**config.mk**
```make
export PLATFORM = sky130hd
export DESIGN_NAME = ioctl_load_ctrl
export DESIGN_NICKNAME = d
export VERILOG_FILES = /design/src/rtl/ioctl_load_pkg.sv /design/src/rtl/reset_stretch.sv /design/src/rtl/ioctl_load_ctrl.sv
export SDC_FILE = /design/constraint.sdc
export NUM_CORES = 1
export LEC_CHECK = 0
export ABC_AREA = 1
export CELL_PAD_IN_SITES_DETAIL_PLACEMENT = 1
export CELL_PAD_IN_SITES_GLOBAL_PLACEMENT = 2
export CORE_MARGIN = 5
export CORE_UTILIZATION = 28
export CTS_BUF_LIST = sky130_fd_sc_hd__clkbuf_4
export DETAILED_ROUTE_END_ITERATION = 10
export PLACE_DENSITY_LB_ADDON = 0.1
export SYNTH_ARGS = -nofsm -noshare
export SYNTH_HDL_FRONTEND = slang
export SYNTH_SLANG_ARGS = --single-unit
```
**constraint.sdc**
```tcl
create_clock -name clk_sys -period 4.35 [get_ports clk_sys]
set_input_delay 1.0875 -clock clk_sys [delete_from_list [all_inputs] [get_ports clk_sys]]
set_output_delay 1.0875 -clock clk_sys [all_outputs]
set_load 0.01 [all_outputs]
```
**src/rtl/ioctl_load_pkg.sv**
```systemverilog
// rtl/ioctl_load_pkg.sv - loader state type and ioctl index constants
package ioctl_load_pkg;

  typedef enum logic [2:0] {
    IDLE = 3'd0,
    ROM  = 3'd1,
    WAIT = 3'd2,
    DIP  = 3'd3,
    HOLD = 3'd4
  } state_e;

  localparam logic [7:0] IDX_ROM = 8'd0;
  localparam logic [7:0] IDX_DIP = 8'd254;

endpackage

```
**src/rtl/reset_stretch.sv**
```systemverilog
// rtl/reset_stretch.sv - post-load hold counter and registered core reset
module reset_stretch #(
  parameter int RESET_HOLD = 256
) (
  input  logic clk,
  input  logic reset,
  input  logic user_rst,
  input  logic busy,
  input  logic hold_active,
  output logic hold_done,
  output logic core_reset
);

  localparam int CW = $clog2(RESET_HOLD + 1);

  logic [CW-1:0] cnt_q, cnt_d;
  logic          core_reset_q, core_reset_d;

  // The counter idles at RESET_HOLD so HOLD always starts from a full count.
  always_comb begin
    cnt_d        = CW'(RESET_HOLD);
    core_reset_d = user_rst | busy;
    if (hold_active) begin
      cnt_d = cnt_q - CW'(1);
    end
  end

  assign hold_done  = hold_active && (cnt_q == CW'(1));
  assign core_reset = core_reset_q;

  always_ff @(posedge clk) begin
    if (reset) begin
      cnt_q        <= CW'(RESET_HOLD);
      core_reset_q <= 1'b1;
    end else begin
      cnt_q        <= cnt_d;
      core_reset_q <= core_reset_d;
    end
  end

endmodule

```
**src/rtl/ioctl_load_ctrl.sv**
```systemverilog
// rtl/ioctl_load_ctrl.sv - routes the hps ioctl download into ROM loader and DIP bank
// Optional LOAD_CHECKSUM_EN adds rom_sum, the 16-bit sum of accepted ROM bytes.
module ioctl_load_ctrl
  import ioctl_load_pkg::*;
#(
  parameter int          ROM_BYTES   = 65536,
  parameter int          DL_AW       = 17,
  parameter int          RESET_HOLD  = 256,
  parameter logic [63:0] DIP_DEFAULT = 64'h0
) (
  input  logic             clk_sys,
  input  logic             reset,
  input  logic             user_rst,
  input  logic             ioctl_download,
  input  logic [7:0]       ioctl_index,
  input  logic             ioctl_wr,
  input  logic [24:0]      ioctl_addr,
  input  logic [7:0]       ioctl_dout,
  output logic             ioctl_wait,
  output logic [DL_AW-1:0] dl_addr,
  output logic [7:0]       dl_data,
  output logic             dl_wr,
  input  logic             dl_ack,
  output logic [63:0]      dip_sw,
  output logic             core_reset,
  output logic             rom_loaded,
  output logic             dl_overflow,
  output logic [DL_AW:0]   byte_count
`ifdef LOAD_CHECKSUM_EN
  ,
  output logic [15:0]      rom_sum
`endif
);

  state_e           state_q, state_d;
  logic             dl_wr_q, dl_wr_d;
  logic [DL_AW-1:0] dl_addr_q, dl_addr_d;
  logic [7:0]       dl_data_q, dl_data_d;
  logic [63:0]      dip_sw_q, dip_sw_d;
  logic             rom_loaded_q, rom_loaded_d;
  logic             dl_overflow_q, dl_overflow_d;
  logic [DL_AW:0]   byte_count_q, byte_count_d;
  logic             skip_q, skip_d;
  logic             hold_done;
  logic             busy;
  logic             addr_in_range;
`ifdef LOAD_CHECKSUM_EN
  logic [15:0]      rom_sum_q, rom_sum_d;
`endif

  assign addr_in_range = ioctl_addr < 25'(ROM_BYTES);
  assign busy          = (state_q == ROM) || (state_q == WAIT) || (state_q == HOLD);

  always_comb begin
    state_d       = state_q;
    dl_wr_d       = dl_wr_q;
    dl_addr_d     = dl_addr_q;
    dl_data_d     = dl_data_q;
    dip_sw_d      = dip_sw_q;
    rom_loaded_d  = rom_loaded_q;
    dl_overflow_d = dl_overflow_q;
    byte_count_d  = byte_count_q;
    skip_d        = skip_q;
`ifdef LOAD_CHECKSUM_EN
    rom_sum_d     = rom_sum_q;
`endif
    case (state_q)
      IDLE: begin
        // A download of any other index is sat out until it ends, even if the index changes.
        if (!ioctl_download) begin
          skip_d = 1'b0;
        end else if (!skip_q) begin
          if (ioctl_index == IDX_ROM) begin
            state_d      = ROM;
            byte_count_d = '0;
`ifdef LOAD_CHECKSUM_EN
            rom_sum_d    = 16'd0;
`endif
          end else if (ioctl_index == IDX_DIP) begin
            state_d = DIP;
          end else begin
            skip_d = 1'b1;
          end
        end
      end
      ROM: begin
        if (!ioctl_download) begin
          state_d = HOLD;
        end else if (ioctl_wr) begin
          if (addr_in_range) begin
            dl_addr_d = ioctl_addr[DL_AW-1:0];
            dl_data_d = ioctl_dout;
            dl_wr_d   = 1'b1;
            state_d   = WAIT;
          end else begin
            dl_overflow_d = 1'b1;
          end
        end
      end
      WAIT: begin
        if (ioctl_wr) begin
          dl_overflow_d = 1'b1;
        end
        if (dl_ack) begin
          dl_wr_d      = 1'b0;
          byte_count_d = byte_count_q + (DL_AW + 1)'(1);
`ifdef LOAD_CHECKSUM_EN
          rom_sum_d    = rom_sum_q + 16'(dl_data_q);
`endif
          state_d      = ioctl_download ? ROM : HOLD;
        end
      end
      DIP: begin
        if (!ioctl_download) begin
          state_d = IDLE;
        end else if (ioctl_wr && (ioctl_addr[24:3] == 22'd0)) begin
          dip_sw_d[{ioctl_addr[2:0], 3'b000} +: 8] = ioctl_dout;
        end
      end
      HOLD: begin
        rom_loaded_d = 1'b1;
        if (hold_done) begin
          state_d = IDLE;
        end
      end
      default: state_d = IDLE;
    endcase
  end

  always_ff @(posedge clk_sys) begin
    if (reset) begin
      state_q       <= IDLE;
      dl_wr_q       <= 1'b0;
      dl_addr_q     <= '0;
      dl_data_q     <= 8'd0;
      dip_sw_q      <= DIP_DEFAULT;
      rom_loaded_q  <= 1'b0;
      dl_overflow_q <= 1'b0;
      byte_count_q  <= '0;
      skip_q        <= 1'b0;
`ifdef LOAD_CHECKSUM_EN
      rom_sum_q     <= 16'd0;
`endif
    end else begin
      state_q       <= state_d;
      dl_wr_q       <= dl_wr_d;
      dl_addr_q     <= dl_addr_d;
      dl_data_q     <= dl_data_d;
      dip_sw_q      <= dip_sw_d;
      rom_loaded_q  <= rom_loaded_d;
      dl_overflow_q <= dl_overflow_d;
      byte_count_q  <= byte_count_d;
      skip_q        <= skip_d;
`ifdef LOAD_CHECKSUM_EN
      rom_sum_q     <= rom_sum_d;
`endif
    end
  end

  reset_stretch #(
    .RESET_HOLD(RESET_HOLD)
  ) u_reset_stretch (
    .clk        (clk_sys),
    .reset      (reset),
    .user_rst   (user_rst),
    .busy       (busy),
    .hold_active(state_q == HOLD),
    .hold_done  (hold_done),
    .core_reset (core_reset)
  );

  // hps_io must stall for exactly as long as a ROM write is outstanding.
  assign ioctl_wait  = dl_wr_q;
  assign dl_wr       = dl_wr_q;
  assign dl_addr     = dl_addr_q;
  assign dl_data     = dl_data_q;
  assign dip_sw      = dip_sw_q;
  assign rom_loaded  = rom_loaded_q;
  assign dl_overflow = dl_overflow_q;
  assign byte_count  = byte_count_q;
`ifdef LOAD_CHECKSUM_EN
  assign rom_sum     = rom_sum_q;
`endif

endmodule

```
* Yosys cells after proc, flatten, opt, wreduce, memory -nomap -nowiden
Index checks and enable logic that the tools add are counted.
** Word-level totals
- Bits in registers :: 124
- Bits of input ports :: 47
- Word-level logic and storage cells :: 87
** Cells by class
- Reductions and logical operators :: 16
- Add/sub/neg operators :: 3
- Bitwise operators :: 2
- Shift-type cells :: 2
- Magnitude comparators :: 1
- Mux-type cells :: 32
- Equality and inequality tests :: 20
** Operator list (number)
- $mux W18 :: 4
- $bwmux W64 :: 1
- $shift A8 B8 Y64 const A :: 1
- $shiftx A8 B8 Y64 :: 1
- $pmux W18 S2 :: 1
- $mux W3 :: 11
- $lt A25 B17 Y1 const B :: 1
- $logic_not A22 Y1 :: 1
- $ne A2 B2 Y1 const B :: 11
- $add A18 B1 Y18 const B :: 1
- $pmux W3 S5 :: 1
- $reduce_and A5 Y1 :: 3
- $mux W1 :: 12
- $eq A9 B1 Y1 const B :: 1
- $ne A3 B3 Y1 const B :: 3
- $sub A9 B1 Y9 const B :: 1
- $eq A8 B8 Y1 const B :: 1
- $logic_not A8 Y1 :: 1
- $neg A6 Y8 :: 1
- $reduce_and A8 Y1 :: 1
- $eq A3 B2 Y1 const B :: 2
- $pmux W1 S2 :: 2
- $reduce_and A4 Y1 :: 1
- $reduce_bool A2 Y1 :: 2
- other kinds (9) :: 11

* Depth between registers and ports, before layout
- Depth after elaboration :: 6
- Mapped depth :: 13
- Mapped depth without buffers :: 11

* Modules after synthesis
From an unflattened synthesis, not the netlist that was laid out.
** Unflattened totals
- Cell total of the unflattened synthesis :: 883
- Area, all modules :: 5899.4 um2
** By module, submodules not included
- ioctl_load_ctrl :: seq. area each 2282.2 um2, cells each 816, area each 5421.4 um2, times used 1
- reset_stretch :: seq. area each 200.2 um2, cells each 67, area each 478.0 um2, times used 1

* Least setup slack after synthesis
OpenSTA, ideal clock, no wires.
- Path type :: input to register
- Start :: input port ioctl_addr[0]
- End :: register dip_sw_q[0], in the netlist dip_sw[0]
- Buffers on the path :: 2
- Arrival time :: 2651 ps
- Path slack :: 1583 ps
- Stages :: 11
- Cell sequence :: inv_2 buf_4 ha_1 ha_1 buf_2 inv_1 nand2_1 nor3_1 nand2_2 o21ai_0 nor2_1
** Between the ends
- Longest elaborated chain between the ends :: 3
- Elaborated cells between the ends (all ways) :: 4
** RTL lines
- start, declared :: RTL line ioctl_load_ctrl.sv:17 : input logic [24:0] ioctl_addr,
- $neg A6 Y8 (*) :: RTL line ioctl_load_ctrl.sv:117 : dip_sw_d[{ioctl_addr[2:0], 3'b000} +: 8] = ioctl_dout;
- $shiftx A8 B8 Y64 or $shift A8 B8 Y64 (tied branches) :: RTL line ioctl_load_ctrl.sv:117
- $bwmux W64 (*) :: RTL line ioctl_load_ctrl.sv:117
- end signal, assigned :: RTL line ioctl_load_ctrl.sv:149 : dip_sw_q <= dip_sw_d;
- end, declared :: RTL line ioctl_load_ctrl.sv:39 : logic [63:0] dip_sw_q, dip_sw_d;
Mark *: on every way between the ends. The rest lies on a longest branch, timed or not.
A chain may end at the register's enable or synchronous reset.

* Final worst setup path
- Start :: input port ioctl_addr[0]
- End :: register dip_sw_q[17], in the netlist dip_sw[17]
The elaborated chain is that of the path after synthesis.

==> flow_summary.toml <==
[timing]
setup_violations = 0
worst_slew_pin_slew_ns = 0.8683
hold_viol_final = 0
fin_crit_sh_pct = 67.42
max_freq_mhz = 341.0
finClkSkew_ns = 0.01517
drv_slew = 0
slew_headroom_pct = 42.11
fin_crit_ns = 2.933
rsz0062_at_grt = "no"
fin_tns_setup_ns = 0

[routing]
wire_per_inst_um = 15.23
drtIter0Drc = 232
vias = 5780
drtAntennaViolNets = 0
firstDrtPassIters = 4
route.detailed.drc = 0
viasPerCell = 4.443
wl_mm = 19.81

[critical_path]
r2r_cells = 7
critPathLaunchType = "primary input"
cp-startpoint = "ioctl_addr[0]"
worst_path_max_delay_cell = "clkdlybuf4s50_1"
critPathKind = "in -> reg"
crit_chain = "clkdlybuf4s50_1 > inv_2 > ha_1 > inv_2 > nor3_4 > nand3_2 > o21ai_0 > nor2_1"
critical_path.top_delay_family = "buffers and inverters"
required_ns = 4.74
r2r_start = "state_q[0]"
critPathBufInv = 3
worstPathMaxFanout = 14
arrival_ns = 3.32
cp_num_cells = 8
slowest_delay_ns = 0.51
end_kind = "register"
crit_path_frequent_cell = "inv_2"

[layout]
syn_to_final_growth_pct = 36.11
drive_above_1_share_pct = 6.893
layout.nets = 1069

[pwr]
p_leak_nw = 3.097
peakVddDrop_mv = 0.1692
p_total_mw = 2.339
power.density_mw_per_mm2 = 295.9

[global_routing]
grt_max_degree = 76
track_usage_pct = 16.54
antenna_found_initial = 1
grt-ovfl-total = 0
grt_first_pass_wirelength_mm = 31.30
grt_pass1_vias = 5713

[cts]
clk_pin_slew_ns = 0.13
cts_buffers = 17
ctsResizeCount = 0
cts_buffer_depth = 2
cts_root_buf = "clkbuf_4"
post_cts_buffers = 0
cts.sinks = 124
hold_buffers = 0
h-tree-depth = 4
cts_tree = "yes"
clock_latency_ns = 0.54

[worst_hold_path]
whs_path_depth = 1
worstHoldStart = "u_reset_stretch.cnt_q[0]"
min_path_type = "reg -> reg"

[yosys]
synth_compound_area_share_pct = 11.40
synth_edf_count = 0
synth_cell_types = 33
yosys_warnings = 0
ys_seq_area_share_pct = 42.75
ys.flop_type = "dfxtp_1"
synth-adder-area-share_pct = 1.077
synthSimpleGateAreaFrac_pct = 34.04
avgSynthCellArea_um2 = 6.729
synthesis.area_mm2 = 0.005807
synth-seq-cells = 124
async_reset_ff_share_pct = 0
synth_xor_area_share_pct = 0.3017
synth_top_family_by_area = "simple AND/OR/NAND/NOR gates"
syn_nets = 915
synth_cells = 863
synth_mux_area_share_pct = 0

[flow_run]
max-cap-violations = 0

[floorplanning]
die-area_mm2 = 0.02372
start_util_pct = 28.61
num_rows = 52
die_h_um = 154.0
core-area_mm2 = 0.02030
num_io_pins = 159
die_w_um = 154.0

[placed_design]
port_buffers = 158
dp_hpwl_mm = 14.72
finalWeightedCongestion = 0.7667

[run_status]
status = "finished, final reports clean"
-- worst register-to-register path, cell delays in order, from the launching register on --
cell and delay, ns:
dfxtp_1 0.50, nand3_2 0.18, nor2_1 0.13, nand2_1 0.09, nor2_4 0.39, nand3_2 0.37, o21ai_0 0.26, nor2_1 0.06
-- power breakdown --
group	leakage, nW	internal (mW)	switching, mW
combinational	1.93	0.0996	0.192
clock	0.166	0.406	0.480
sequential	0.999	1.15	0.0131
total	3.10	1.65	0.685
-- layer usage --
metal / vias to the layer above / routed length, um / track usage [%]
li1: 3016 / - / -
met1: 2633 / 9114 / 20.72
met2: 118 / 9484 / 28.10
met3: 13 / 1002 / 4.356
met4: 0 / 207 / 4.542
met5: - / 0 / 0
-- area by class of cell --
type / count / area (um^2)
Clock buffer: 18 / 135.1
Sequential cell: 124 / 2482
Fill cell: 2598 / 12400
Multi-Input combinational cell: 597 / 2719
Clock inverter: 14 / 170.2
Antenna cell: 1 / 2.502
Inverter: 110 / 412.9
Tap cell: 270 / 337.8
Timing Repair Buffer: 167 / 1644
-- cell usage in the layout (no fill, tap or decap), types with 3 or more instances in the layout --
cell             count
nand3_2              5
dfxtp_1            124
bufinv_16            3
nor4_1               5
o21ai_1             19
clkinv_2             4
inv_1              100
buf_4                9
nor3_1              19
clkbuf_4            18
nor2_1             170
ha_1                 5
o21ai_0             39
clkdlybuf4s50_1    157
nand2_1            195
nand4_1              6
inv_2                8
or2_2                4
nand3_1             45
clkinv_4             5
a21oi_1             65
-- synthesized netlist by cell type, types with 2 or more instances --
master / instances / area [um^2]
nand2_1: 195 / 732.0
nor2_1: 170 / 638.1
dfxtp_1: 124 / 2482
inv_1: 100 / 375.4
a21oi_1: 65 / 325.3
nand3_1: 45 / 225.2
o21ai_0: 39 / 195.2
nor3_1: 19 / 95.09
o21ai_1: 19 / 95.09
clkbuf_1: 14 / 52.55
inv_2: 8 / 30.03
buf_2: 7 / 35.03
buf_6: 6 / 67.56
nand4_1: 6 / 37.54
buf_4: 5 / 37.54
ha_1: 5 / 62.56
nand3_2: 5 / 50.05
nor4_1: 5 / 31.28
or2_2: 4 / 25.02
and2_1: 2 / 12.51
clkinv_1: 2 / 7.510
nand2_2: 2 / 12.51
nand3_4: 2 / 35.03
nor2_4: 2 / 22.52
nor3_4: 2 / 32.53
o21ai_2: 2 / 17.52
xor2_1: 2 / 17.52
-- through the flow --
stage                     cells  setup WS, ns  utilization (%)  hold WS [ns]  area, um^2
final                      1301         1.417            38.94        0.4563        7904
after global routing       1301         1.269            38.94        0.4818        7904
after CTS                  1300         1.486            38.92        0.4609        7901
after detailed placement   1268        0.8728            37.42        0.4368        7596
after global placement     1268        0.8731            37.42        0.4279        7596
after floorplan             863         1.583                -        0.4173        5807
-- logic make-up (layout without fill, tap and decap cells) --
family          count (synthesis)  count (layout)
compound gates                127             127
xor+xnor                        2               2
fa+ha+maj                       5               5
buf+inv                       142             309
flops                         124             124
other cells                     0               1
simple gates                  463             463
-- final timing paths --
check / slack, ns / endpoint
min: 0.46 / u_reset_stretch.cnt_q[0]
max: 1.42 / dip_sw[17]
max reg2reg: 2.24 / dip_sw[45]
min reg2reg: 0.46 / u_reset_stretch.cnt_q[0]
-- flip-flops by register name (all words and copies together) (netlist names) --
name                        cells
u_reset_stretch.cnt_q           9
byte_count                     18
rom_loaded                      1
dip_sw                         64
dl_overflow                     1
dl_wr                           1
dl_addr                        17
dl_data                         8
skip_q                          1
u_reset_stretch.core_reset      1
state_q                         3
Power figures use the tool's default switching activity.
